==> src/rtl/mio_pkg.sv <==
// Shared types and constants for the CPU memory/IO bus unit:
// FSM state encoding, address regions and their top-nibble codes.
package mio_pkg;

  typedef enum logic [1:0] {
    ST_IDLE   = 2'd0,
    ST_ACCESS = 2'd1,
    ST_DONE   = 2'd2
  } state_t;

  typedef enum logic [1:0] {
    REG_RAM  = 2'd0,
    REG_GPIO = 2'd1,
    REG_CNT  = 2'd2,
    REG_NONE = 2'd3
  } region_t;

  localparam logic [3:0]  NIB_RAM  = 4'h0;
  localparam logic [3:0]  NIB_GPIO = 4'hF;
  localparam logic [3:0]  NIB_CNT  = 4'hE;

  localparam logic [31:0] UNMAPPED_RDATA = 32'h0000_0000;

endpackage

==> src/rtl/mio_addr_decode.sv <==
// Combinational region decode from the top nibble of the CPU byte address.
module mio_addr_decode
  import mio_pkg::*;
(
  input  logic [3:0] addr_hi,
  output region_t    region
);

  always_comb begin
    region = REG_NONE;
    case (addr_hi)
      NIB_RAM:  region = REG_RAM;
      NIB_GPIO: region = REG_GPIO;
      NIB_CNT:  region = REG_CNT;
      default:  region = REG_NONE;
    endcase
  end

endmodule

==> src/rtl/mio_bus.sv <==
// Memory/IO bus unit: latches a CPU request, sequences RAM wait states and
// returns a one-cycle MIO_ready. Optional error capture under MIO_BUS_ERR_EN.
module mio_bus
  import mio_pkg::*;
#(
  parameter int RAM_WAIT = 2,
  parameter int RAM_AW   = 10
) (
  input  logic              clk,
  input  logic              reset,
  input  logic              MemRead,
  input  logic              MemWrite,
  input  logic              CPU_MIO,
  input  logic [31:0]       addr_bus,
  input  logic [31:0]       cpu_data_out,
  output logic [31:0]       cpu_data_in,
  output logic              MIO_ready,
  output logic [RAM_AW-1:0] ram_addr,
  output logic [31:0]       ram_din,
  output logic              ram_we,
  input  logic [31:0]       ram_dout,
  output logic              gpio_we,
  output logic [31:0]       gpio_dout,
  input  logic [15:0]       sw_in,
  output logic              counter_we,
  input  logic [31:0]       counter_out
`ifdef MIO_BUS_ERR_EN
  ,
  output logic              bus_err,
  output logic [31:0]       err_addr
`endif
);

  localparam logic [2:0] WAIT_INIT = 3'(RAM_WAIT);

  state_t     state_reg, state_next;
  region_t    region_dec, region_reg;
  logic [2:0] cnt_reg;
  logic       wr_reg;
  logic       request, latch, complete;
  logic       unused_addr_bits;

  mio_addr_decode u_decode (
    .addr_hi (addr_bus[31:28]),
    .region  (region_dec)
  );

  assign request = CPU_MIO & (MemRead ^ MemWrite);
  assign latch   = (state_reg == ST_IDLE) & request;
  // Word accesses only: byte-lane bits and the gap above the RAM index are don't-care.
  assign unused_addr_bits = ^{addr_bus[27:RAM_AW+2], addr_bus[1:0]};

  always_ff @(posedge clk or posedge reset) begin
    if (reset) state_reg <= ST_IDLE;
    else       state_reg <= state_next;
  end

  always_comb begin
    state_next = state_reg;
    complete   = 1'b0;
    ram_we     = 1'b0;
    gpio_we    = 1'b0;
    counter_we = 1'b0;
    case (state_reg)
      ST_IDLE: begin
        if (request) state_next = ST_ACCESS;
      end
      ST_ACCESS: begin
        if (cnt_reg == 3'd0) begin
          complete   = 1'b1;
          state_next = ST_DONE;
          ram_we     = wr_reg & (region_reg == REG_RAM);
          gpio_we    = wr_reg & (region_reg == REG_GPIO);
          counter_we = wr_reg & (region_reg == REG_CNT);
        end
      end
      ST_DONE: state_next = ST_IDLE;
      default: state_next = ST_IDLE;
    endcase
  end

  always_ff @(posedge clk or posedge reset) begin
    if (reset) begin
      cnt_reg     <= 3'd0;
      wr_reg      <= 1'b0;
      region_reg  <= REG_NONE;
      MIO_ready   <= 1'b0;
      cpu_data_in <= 32'h0;
      ram_addr    <= '0;
      ram_din     <= 32'h0;
      gpio_dout   <= 32'h0;
    end else begin
      MIO_ready <= complete;
      if (latch) begin
        wr_reg     <= MemWrite;
        region_reg <= region_dec;
        cnt_reg    <= (region_dec == REG_RAM) ? WAIT_INIT : 3'd0;
        if (region_dec == REG_RAM) begin
          ram_addr <= addr_bus[RAM_AW+1:2];
          if (MemWrite) ram_din <= cpu_data_out;
        end
        // gpio_dout doubles as the peripheral write bus for the counter load.
        if (MemWrite && (region_dec == REG_GPIO || region_dec == REG_CNT))
          gpio_dout <= cpu_data_out;
      end else if (state_reg == ST_ACCESS && cnt_reg != 3'd0) begin
        cnt_reg <= cnt_reg - 3'd1;
      end
      if (complete && !wr_reg) begin
        case (region_reg)
          REG_RAM:  cpu_data_in <= ram_dout;
          REG_GPIO: cpu_data_in <= {16'h0000, sw_in};
          REG_CNT:  cpu_data_in <= counter_out;
          default:  cpu_data_in <= UNMAPPED_RDATA;
        endcase
      end
    end
  end

`ifdef MIO_BUS_ERR_EN
  logic [31:0] addr_reg;

  always_ff @(posedge clk or posedge reset) begin
    if (reset) begin
      addr_reg <= 32'h0;
      bus_err  <= 1'b0;
      err_addr <= 32'h0;
    end else begin
      if (latch) addr_reg <= addr_bus;
      // Only the first error is recorded; bus_err is sticky until reset.
      if (!bus_err) begin
        if (state_reg == ST_IDLE && CPU_MIO && MemRead && MemWrite) begin
          bus_err  <= 1'b1;
          err_addr <= addr_bus;
        end else if (complete && region_reg == REG_NONE) begin
          bus_err  <= 1'b1;
          err_addr <= addr_reg;
        end
      end
    end
  end
`endif

endmodule
==> config.mk <==
export PLATFORM = sky130hd
export DESIGN_NAME = mio_bus
export DESIGN_NICKNAME = d
export VERILOG_FILES = /design/src/rtl/mio_pkg.sv /design/src/rtl/mio_addr_decode.sv /design/src/rtl/mio_bus.sv
export SDC_FILE = /design/constraint.sdc
export NUM_CORES = 1
export LEC_CHECK = 0
export BUFFER_PORTS_ARGS = -buffer_cell sky130_fd_sc_hd__buf_2
export CAP_MARGIN = 10
export CORE_UTILIZATION = 49
export DETAILED_ROUTE_END_ITERATION = 8
export GPL_TIMING_DRIVEN = 0
export PLACE_DENSITY = 0.83
export SYNTH_ARGS = -nofsm -noshare
export SYNTH_HDL_FRONTEND = slang
export SYNTH_SLANG_ARGS = --single-unit
==> constraint.sdc <==
create_clock -name clk -period 7.7 [get_ports clk]
set_input_delay 0.77 -clock clk [delete_from_list [all_inputs] [get_ports clk]]
set_output_delay 0.77 -clock clk [all_outputs]
set_load 0.1 [all_outputs]
==> results of run 1 <==
layer usage:
layer	vias up	track usage [%]	share of wire [%]
li1	1895	-	-
met1	2002	30.76	39
met2	168	48.13	54
met3	14	6.545	6.4
met4	0	9.006	1.2
met5	-	0	0
worst min path at each step:
stage	end	slack, ns	from	cells after the start
after floorplan	wr_reg$_DFFE_PP0P_	0.48	wr_reg$_DFFE_PP0P_	1
after global placement	cpu_data_in[28]$_DFFE_PP0P_	0.46	cpu_data_in[28]$_DFFE_PP0P_	2
after detailed placement	cpu_data_in[19]$_DFFE_PP0P_	0.46	cpu_data_in[19]$_DFFE_PP0P_	2
after CTS	ram_din[3]$_DFFE_PP0P_	0.40	reset	2
after global routing	gpio_dout[0]$_DFFE_PP0P_	0.42	reset	2
final	gpio_dout[0]$_DFFE_PP0P_	0.39	reset	2
layout make-up:
| type | count | area [sq um] |
|---|---|---|
| Clock buffer | 22 | 452.9 |
| Buffer | 25 | 143.9 |
| Inverter | 5 | 21.27 |
| Fill cell | 739 | 2915 |
| Clock inverter | 9 | 82.58 |
| Timing Repair Buffer | 241 | 1229 |
| Sequential cell | 115 | 2880 |
| Tap cell | 133 | 166.4 |
| Multi-Input combinational cell | 245 | 2018 |
cell usage after synthesis:
library cell / count
sky130_fd_sc_hd__a21o_1: 2
sky130_fd_sc_hd__nand2_2: 2
sky130_fd_sc_hd__and3_1: 1
sky130_fd_sc_hd__mux2_2: 40
sky130_fd_sc_hd__xor2_1: 1
sky130_fd_sc_hd__and3b_1: 2
sky130_fd_sc_hd__o31a_1: 1
sky130_fd_sc_hd__a31oi_1: 2
sky130_fd_sc_hd__buf_6: 6
sky130_fd_sc_hd__mux2_4: 30
sky130_fd_sc_hd__mux2i_1: 32
sky130_fd_sc_hd__nand2b_1: 3
sky130_fd_sc_hd__nor2_1: 20
sky130_fd_sc_hd__dfstp_2: 2
sky130_fd_sc_hd__nor3b_1: 1
sky130_fd_sc_hd__nand2_1: 38
sky130_fd_sc_hd__buf_2: 4
sky130_fd_sc_hd__nor3_1: 1
sky130_fd_sc_hd__nor2b_1: 2
sky130_fd_sc_hd__buf_1: 5
sky130_fd_sc_hd__inv_1: 5
sky130_fd_sc_hd__o21ai_0: 18
sky130_fd_sc_hd__or3b_4: 1
sky130_fd_sc_hd__nand4_1: 2
sky130_fd_sc_hd__ha_1: 3
sky130_fd_sc_hd__a21oi_1: 19
sky130_fd_sc_hd__clkbuf_1: 10
sky130_fd_sc_hd__o31ai_1: 18
sky130_fd_sc_hd__dfrtp_1: 113
sky130_fd_sc_hd__or3b_2: 1
sky130_fd_sc_hd__mux2_1: 4
sky130_fd_sc_hd__nor3b_4: 1
cell families after synthesis:
| logic type | count (synthesis) |
|---|---|
| simple gates | 75 |
| flops | 115 |
| mux | 106 |
| buf+inv | 30 |
| xor+xnor | 1 |
| fa+ha+maj | 3 |
| compound gates | 60 |
metrics by stage:
step	utilization [%]	std cells	instance area, sq um	setup slack (ns)
2_1_floorplan	-	390	5061	3.559
3_3_place_gp	64.87	763	6429	2.811
3_5_place_dp	65.18	764	6459	4.539
4_1_cts	70.58	795	6994	3.984
5_1_grt	70.58	795	6994	3.817
6_report	70.58	795	6994	4.005
==> impl_summary.md, run 1 <==
Global route
The total routing resource utilization after global routing is 26.65%. The first-pass GRT wire length is 22050 um. Entering global routing, the biggest net connects 62 pins. The number of antenna violations at the first check in global routing is 0. The total congestion overflow is 0. The via count of the first global-routing pass came to 4293.

Synthesis
Averaged over all synthesized cells, the footprint is 12.98 sq um. The number of library cell types mapped by synthesis is 32. The number of instances in the synthesized netlist is 390. After synthesis the cells add up to 5061 sq um. The sequential share of the synthesized area is 56.91%. The dominant combinational cell family by area after synthesis is multiplexers.

The complex-gate fraction of the synthesized area is 7.046%. After synthesis the netlist holds a flip-flop and latch count of 115. The area share of and/or/nand/nor cells after synthesis is 6.897%.

The xor/xnor share of the synthesized area is 0.1731%. The total number of yosys warnings is 0. By area the synthesized netlist is led by sky130_fd_sc_hd__dfrtp_1 56%, sky130_fd_sc_hd__mux2_2 8.9%, sky130_fd_sc_hd__mux2_4 8.9%. In the synthesized netlist, mux cells make up 25.02% of the area. The adder and majority cell fraction of the synthesized area is 0.7417%.

The share of Yosys cell area claimed by the top area cell type is 55.87%. The synthesized net count is 542. The top cell type by total area after synthesis is sky130_fd_sc_hd__dfrtp_1.

STA
The number of slew-limit violations in the final report is 0. The number of endpoints with negative hold slack in the final report is 0. Adding up every negative setup slack in the final design gives 0 ns. The clock period could shrink to 3.695 ns. The transition at the pin with the smallest max-transition slack is 0.7166 ns. The top achievable clock speed is 0.2706 GHz. The total setup violations reported at the end of the flow is 0.

The share of the clock period used by the worst path is 47.99%. The worst hold slack is 0.3883 ns. The worst pin sits at a relative slew slack of 52.23%. On the final layout, the worst clock skew is 0.008560 ns. Setup repair after global routing left no endpoint under its margin.

Die
Measured along the x axis, the die boundary spans 103.6 um. The height of the chip is 103.6 um. The effective utilization at floorplan is 51.07%.

In this run the core area contains 36 standard-cell rows. The core region is 9910 sq um. During I/O placement, the number of pins put on the boundary was 259. The floorplan die area is 10740 sq um.

Hold path
The worst hold-check path type is in2async.

Job
The number of maximum-capacitance constraint violations is 0.

Setup path
The number of buffers and inverters on the critical path is 4. The type of origin of the critical path is a flip-flop. The worst register-to-register path ends at cpu_data_in[3]$_DFFE_PP0P_. Counting buffers and inverters, the worst setup path is 6 cells deep. The worst setup path is captured at a primary output. On the critical path the largest part of the delay comes from buffers and inverters. The largest incremental delay on the critical path is 0.51 ns. The worst path required time is 6.93 ns.

The worst setup path is of the reg2out kind. Data on the critical path arrives at its endpoint at 2.93 ns. Among the stages of the critical path, the cell type that occurs most often is sky130_fd_sc_hd__clkbuf_1. The launching element of the worst setup path is region_reg[0]$_DFFE_PP1P_.

The depth of the worst register-to-register path is 6. Along the worst path, the maximum fanout reaches 10. The critical path capture point is gpio_we. The cell at the slowest stage of the critical path is sky130_fd_sc_hd__dfstp_2.

The worst register-to-register path begins at region_reg[0]$_DFFE_PP1P_. The worst setup slack for register-to-register paths is 5.46 ns. Traced cell by cell, the critical path runs through clkbuf_1, nor2b_1, clkbuf_1, clkbuf_1, and3_1, buf_2.

Clock tree
The cell sitting at the root of the clock tree is a sky130_fd_sc_hd__clkbuf_8. The post-CTS setup buffer count is 0. The number of H-tree levels is 4. The quantity of hold-fixing buffers added after cts is 0. The clock insertion delay at the later pin of the skew report is 0.50 ns. The largest buffer count on any clock path is 2. The number of clock sinks is 115. Once the clock tree was built, the resizer swapped 0 gates to a different size.

The clock-pin slew reported for the worst setup and hold paths after clock tree synthesis is 0.05 ns. The total clock buffers created by CTS is 17. TritonCTS built the clock tree.

Place
Port buffering added 240 buffers. The final RePlAce weighted congestion is 0.9252. Once detailed placement completed, the half-perimeter wirelength came to 10380 um.

Final layout
Leaving out fill and tap cells, the most frequent cell in the layout is sky130_fd_sc_hd__buf_2. The synthesis-to-finish area growth is 38.20%. Cells with a size suffix above 1 make up 53.93% of the layout. The count of inserted antenna diode cells is 0. In the layout the commonest cells are 244 x sky130_fd_sc_hd__buf_2, 113 x sky130_fd_sc_hd__dfrtp_1, 40 x sky130_fd_sc_hd__mux2_2. For this run, the post-layout net count is 802. In the final layout, the registers with the most flip-flops are cpu_data_in: 32 flops, gpio_dout: 32 flops, ram_din: 32 flops.

Drt
The count of nets left with antenna violations after detail routing is 0. The vias after detailed routing is 4079. The post-route DRC violation count is 0. The average wire length per cell after detail routing is 17.33 um.

The violation count after the first detailed-route iteration is 180. For this run, the detailed router's first-pass iteration total came to 4. The ratio of routed vias to standard cells is 5.131. The wire length after detailed routing is 13780 um.

Status
The run finished with clean final reports.
Power of run 1 is not shown: default switching activity piles up to over one toggle a cycle in this logic, so the estimate is an artifact.
==> inputs of run 2 (changes only) <==
CORE_UTILIZATION = 46   (was 49)
PLACE_DENSITY = 0.79   (was 0.83)
clock period = 3.8 ns   (was 7.7 ns; I/O delays follow)
==> run 2 against run 1 <==
Compared with the run above:
- global-route usage shrank 2.1 points
- via count is essentially flat
- critical path depth is the same
- register-to-register slack lost 3.9 ns
- first-iteration DRC count shrank 11%
- die area grew 6.4%
- worst setup slack lost 3.5 ns
- flip-flop and latch count is the same
- clock skew grew 0.0074 ns
- hold slack lost 0.28 ns
- wire length shrank 1.5%
- sequential share of layout area shrank 0.63 points
==> impl_summary.md, run 2 (synthesis gave the netlist of run 1 again) <==
Place
The area of placed instances is 6462 sq um (about the same). The number of buffers added on ports is 240 (unchanged). The detailed placer's ending HPWL is 10210 um (-1.7%).

The final RePlAce weighted congestion came to 0.8841 (-4.4%).

Final layout
The most common cell after layout, fill and taps aside is sky130_fd_sc_hd__buf_2. Leaving out fill and tap cells, the most frequent cells in the layout are 244 x sky130_fd_sc_hd__buf_2, 113 x sky130_fd_sc_hd__dfrtp_1, 40 x sky130_fd_sc_hd__mux2_2. The layout cell share with drive strength beyond 1 is 54.37% (+0.44 points).

The final-layout fill cell count is 799 (+8.1%). The finished layout cell area is 7103 sq um (+1.6%). Relative to the synthesized area, the layout overhead comes to 40.35%. The net count reported at finish came to 803 (+0.12%). The count of inserted antenna diode cells is 0 (unchanged). In the final layout, the registers with the most flip-flops are cpu_data_in: 32 flops, gpio_dout: 32 flops, ram_din: 32 flops.

Setup path
The largest fanout on the critical path came to 10 (unchanged). The startpoint identified for the worst register-to-register timing path is cnt_reg[0]$_DFFE_PP0P_. The launching element of the worst setup path is region_reg[0]$_DFFE_PP1P_. The depth of the worst register-to-register path is 8 (+2).

The worst setup path is launched from a flip-flop. The worst path required time is 3.42 ns (-3.51 ns). The arrival time reported for the critical path endpoint is 2.94 ns (about the same). The largest incremental delay on the critical path is 0.51 ns (about the same). The most critical setup path has its endpoint at gpio_we. The worst setup slack for register-to-register paths is 1.55 ns (-3.91 ns). The category of the worst setup path capture point is a primary output. The critical path in this run is classified as reg2out. The cell that appears most often on the critical path is sky130_fd_sc_hd__clkbuf_1. In this run the critical register-to-register path is captured at cpu_data_in[22]$_DFFE_PP0P_.

The critical path goes through clkbuf_1, nor2b_1, clkbuf_1, clkbuf_1, and3_1, buf_2. For this design, the slowest cell found on the critical path is sky130_fd_sc_hd__dfstp_2.

Clock tree
TritonCTS built the clock tree. The clock-pin slew reported for the worst setup and hold paths after clock tree synthesis is 0.06 ns (about the same). The total clock buffers created by CTS is 17 (unchanged).

The number of clock sinks came to 115 (unchanged). The number of H-tree levels was 4 (unchanged). The clock insertion delay at the later pin of the skew report is 0.51 ns (about the same). CTS placed an instance of sky130_fd_sc_hd__clkbuf_8 at the clock tree root. The largest buffer count on any clock path is 2 (unchanged).

Global route
The total congestion overflow is 0 (unchanged). The number of antenna violations at the first check in global routing is 0 (unchanged). The total routing resource utilization after global routing is 24.51% (-2.1 points). The first-pass GRT wire length is 21220 um (-3.8%).

The maximum number of pins on one net before global-route repair is 66 (+6.5%). The via count of the first global-routing pass is 4283 (-0.23%).

Status
The flow ran to the end, and the final reports show no timing, DRC or antenna violations.

Drt
The post-route DRC violation count was 0 (unchanged). The wire length after detailed routing was 13580 um (-1.5%). The ratio of routed vias to standard cells was 5.101 (-0.58%). The average wire length per cell after detail routing was 16.97 um (-2.1%). The violation count after the first detailed-route iteration is 161 (-11%). The count of nets left with antenna violations after detail routing is 0 (unchanged).

The vias after detailed routing is 4081 (+0.049%). The number of iterations in the first detailed-routing pass is 4 (unchanged).

Hold path
The path class of the tightest hold or removal check is in2reg.

STA
The final critical path takes up 87.28% of the cycle. The total setup violations reported at the end of the flow is 0 (unchanged). The transition at the pin with the smallest max-transition slack is 0.6557 ns (-0.06092 ns). The top achievable clock speed is 0.3015 GHz. Setup repair after global routing left no endpoint under its margin. The setup TNS after final layout is 0 ns (unchanged). The worst path in the final design needs a cycle of 3.317 ns, including I/O delays and setup. The number of endpoints with negative hold slack in the final report is 0 (unchanged).

The remaining max-slew budget at the tightest pin came to 56.29% (+4.1 points). The number of slew-limit violations in the final report came to 0 (unchanged). The setup skew after layout is 0.01595 ns (+0.007390 ns).

Job
The number of maximum-capacitance constraint violations came to 0 (unchanged).

Die
The horizontal extent of the die is 106.9 um (+3.1%). The core area is 10510 sq um (+6.0%). The effective utilization at floorplan is 48.16% (-2.9 points). The floorplan die area is 11430 sq um (+6.4%).

The row count was 37 (+2.8%). The height of the chip is 106.9 um (+3.1%). The boundary pin count is 259 (unchanged).
[run 2: timing repair]
action / 4_1_cts / 5_1_grt
hold endpoints to repair: 50 / 0
gates resized for setup: 0 / 0
endpoints found under the setup margin: 0 / 0
hold buffers: 1 / 0
setup buffers: 0 / 0
[run 2: worst min-delay path by stage]
stage / start / end / slack (ns) / cells after the start
2_1_floorplan: wr_reg$_DFFE_PP0P_ / wr_reg$_DFFE_PP0P_ / 0.48 / 1
3_3_place_gp: cpu_data_in[24]$_DFFE_PP0P_ / cpu_data_in[24]$_DFFE_PP0P_ / 0.46 / 2
3_5_place_dp: cpu_data_in[28]$_DFFE_PP0P_ / cpu_data_in[28]$_DFFE_PP0P_ / 0.46 / 2
4_1_cts: addr_bus[2] / ram_addr[0]$_DFFE_PP0P_ / 0.07 / 2
5_1_grt: addr_bus[8] / ram_addr[6]$_DFFE_PP0P_ / 0.07 / 2
6_report: addr_bus[2] / ram_addr[0]$_DFFE_PP0P_ / 0.10 / 2
[run 2: area by class of cell]
cell class	instances	area, sq um	area share, %
clock inverters	14	202.7	2.854
plain buffers	25	143.9	2.026
multi-input cells	245	2018	28.41
inverters	5	21.27	0.2995
flip-flops and latches	115	2880	40.55
clock buffers	18	427.9	6.024
repair buffers	242	1239	17.44
well taps	136	170.2	2.396
[run 2: critical path, delay by kind of cell (launching register included)]
family                 cells  cell delay [ns]
buffers and inverters      4             1.51
flip-flops                 1             0.51
AND/OR/NAND/NOR            2             0.41
[run 2: metrics by stage]
| step | setup WS (ns) | hold WS [ns] | util, % | instances |
|---|---|---|---|---|
| floorplan | 0.04857 | 0.4770 | - | 390 |
| global placement | -0.7368 | 0.4561 | 61.21 | 766 |
| detailed placement | 1.062 | 0.4650 | 61.50 | 767 |
| CTS | 0.5000 | 0.07036 | 67.59 | 800 |
| global route | 0.2857 | 0.07209 | 67.59 | 800 |
| finish | 0.4833 | 0.1042 | 67.59 | 800 |
[run 2: per-layer routing]
metal | part of all wire, % | routed length, um | GRT usage, % | up-vias
li1 | - | - | - | 1899
met1 | 38 | 5217 | 27.71 | 1971
met2 | 52 | 7063 | 42.76 | 195
met3 | 8.1 | 1094 | 8.085 | 16
met4 | 1.5 | 200 | 9.491 | 0
met5 | 0 | 0 | 0 | -
Power of run 2 is left out for the same reason.
==> inputs of run 3 (changes only) <==
CELL_PAD_IN_SITES_DETAIL_PLACEMENT = 0   (was not set)
CELL_PAD_IN_SITES_GLOBAL_PLACEMENT = 1   (was not set)
CORE_UTILIZATION = 34   (was 46)
PLACE_DENSITY = 0.77   (was 0.79)
==> run 3 against run 2 <==
Compared with the run above:
- cell count is 5.9% higher
- hold slack worse by 0.054 ns
- worst setup slack better by 0.099 ns
- critical path depth stayed put
- flip-flop and latch count stayed put
- utilization is 19 points lower
- cell area hardly changed
- first-iteration DRC count is 42% lower
- via count is 2.9% lower
==> impl_summary.md, run 3 (synthesis gave the netlist of run 1 again) <==
Final layout
The layout cell share with drive strength beyond 1 is 54.30% (-0.069 points). The synthesis-to-finish area growth came to 40.45% (about the same). The most common cell after layout, fill and taps aside is sky130_fd_sc_hd__buf_2.

The register area is 2880 sq um (unchanged). In the layout the commonest cells are 244 x sky130_fd_sc_hd__buf_2, 113 x sky130_fd_sc_hd__dfrtp_1, 40 x sky130_fd_sc_hd__mux2_2. The area taken by multi-input logic gates is 2018 sq um (unchanged). The utilization after layout is 48.91% (-19 points). The net count reported at finish is 802 (-0.12%). The final-layout fill cell count is 1340 (+68%).

The largest registers in the layout are cpu_data_in: 32 flops, gpio_dout: 32 flops, ram_din: 32 flops. The count of inserted antenna diode cells is 0 (unchanged).

Setup path
STA classifies the critical path endpoint as a primary output. The arrival time reported for the critical path endpoint came to 2.84 ns (-0.10 ns). The largest fanout on the critical path is 10 (unchanged). The type of origin of the critical path is a flip-flop. The worst setup path is of the reg2out kind. The worst path required time came to 3.42 ns (about the same).

Die
The boundary pin count is 259 (unchanged). The height of the chip was 124.0 um (+16%). The row count is 44 (+19%). The core area is 14530 sq um (+38%). The effective utilization at floorplan is 34.82% (-13 points).

The floorplan die area was 15380 sq um (+35%). The horizontal extent of the die is 124.0 um (+16%).

Drt
The post-route DRC violation count was 0 (unchanged). The count of nets left with antenna violations after detail routing came to 0 (unchanged). The average wire length per cell after detail routing came to 15.13 um (-11%). The vias after detailed routing is 3963 (-2.9%). The wire length after detailed routing is 12820 um (-5.6%). The number of iterations in the first detailed-routing pass is 4 (unchanged). The ratio of routed vias to standard cells is 4.679 (-8.3%).

The violation count after the first detailed-route iteration came to 94 (-42%).

STA
The worst hold slack was 0.04966 ns (-0.05449 ns). The transition at the pin with the smallest max-transition slack is 0.7298 ns (+0.07415 ns). The number of slew-limit violations in the final report is 0 (unchanged). The top achievable clock speed is 0.3108 GHz (+3.1%). The number of endpoints with negative hold slack in the final report came to 0 (unchanged). The share of the clock period used by the worst path is 84.67% (-2.6 points). The total setup violations reported at the end of the flow is 0 (unchanged). The clock period minus worst slack is 3.217 ns (-0.09940 ns). Setup repair after global routing left no endpoint under its margin.

The remaining max-slew budget at the tightest pin is 51.34% (-4.9 points). The setup skew after layout is 0.007921 ns (-0.008029 ns).

Global route
The maximum number of pins on one net before global-route repair is 70 (+6.1%). The total congestion overflow is 0 (unchanged). The first-pass GRT wire length is 19400 um (-8.6%).

The number of antenna violations at the first check in global routing is 0 (unchanged). The total routing resource utilization after global routing is 16.86% (-7.7 points). The via count of the first global-routing pass was 3989 (-6.9%).

Clock tree
The number of clock sinks is 115 (unchanged). The post-CTS setup buffer count was 0 (unchanged). The tree is rooted in a sky130_fd_sc_hd__clkbuf_16. The quantity of hold-fixing buffers added after cts came to 0 (-1).

The clock insertion delay at the later pin of the skew report was 0.41 ns (-0.10 ns). The total clock buffers created by CTS came to 17 (unchanged). The clock-pin slew reported for the worst setup and hold paths after clock tree synthesis came to 0.05 ns (about the same). The number of H-tree levels came to 4 (unchanged). The clock tree from TritonCTS is done.

The largest buffer count on any clock path is 2 (unchanged). The post-cts sizing count is 0 (unchanged).

Place
The number of buffers added on ports is 240 (unchanged). The detailed placer's ending HPWL is 9825 um (-3.7%). The final RePlAce weighted congestion is 0.7725 (-13%).

Status
The run finished with clean final reports.

Hold path
The worst hold-check path type is in2async.

Job
The number of maximum-capacitance constraint violations is 0 (unchanged).
==> run 3: final cells by class <==
class                      instances  area share, %
sequential                       115          40.52
clock inverter                    14          2.200
multi-input combinational        245          28.39
clock buffer                      18          6.038
timing repair buffer             241          17.29
inverter                           5         0.2992
buffer                            25          2.024
tap                              184          3.239
==> run 3: metal layers <==
layer	GRT usage, %	wire length [um]	vias to the layer above
met1	20.06	5378	1877
met5	0	0	-
met2	27.57	6112	175
li1	-	-	1894
met3	5.632	1081	17
met4	7.589	245	0
==> run 3: critical path, stage by stage, from the launching register on <==
cell,delay [ns]
sky130_fd_sc_hd__dfstp_2,0.51
sky130_fd_sc_hd__clkbuf_1,0.35
sky130_fd_sc_hd__nor2b_1,0.18
sky130_fd_sc_hd__clkbuf_1,0.32
sky130_fd_sc_hd__clkbuf_1,0.43
sky130_fd_sc_hd__and3_1,0.21
sky130_fd_sc_hd__buf_2,0.43
==> run 3: metrics by stage <==
stage / TNS [ns] / worst slack [ns] / cell area [sq um] / instances
2_1_floorplan: 0 / 0.04857 / 5061 / 390
3_3_place_gp: -95.50 / -0.8509 / 6492 / 814
3_5_place_dp: 0 / 0.9833 / 6523 / 815
4_1_cts: 0 / 0.5308 / 7108 / 847
5_1_grt: 0 / 0.3691 / 7108 / 847
6_report: 0 / 0.5827 / 7108 / 847
==> run 3: path summary, 6_finish.rpt <==
check / start / to / slack (ns) / cells past startpoint
setup / recovery: region_reg[0]$_DFFE_PP1P_ / gpio_we / 0.58 / 6
hold / removal: reset / gpio_dout[3]$_DFFE_PP0P_ / 0.05 / 2
setup reg to reg: cnt_reg[0]$_DFFE_PP0P_ / cpu_data_in[31]$_DFFE_PP0P_ / 1.57 / 9
hold reg to reg: cpu_data_in[28]$_DFFE_PP0P_ / cpu_data_in[28]$_DFFE_PP0P_ / 0.47 / 2
max in group asynchronous: reset / region_reg[1]$_DFFE_PP1P_ / 2.97 / 3
min in group clk: addr_bus[7] / ram_addr[5]$_DFFE_PP0P_ / 0.20 / 2
Power of run 3 is left out for the same reason.
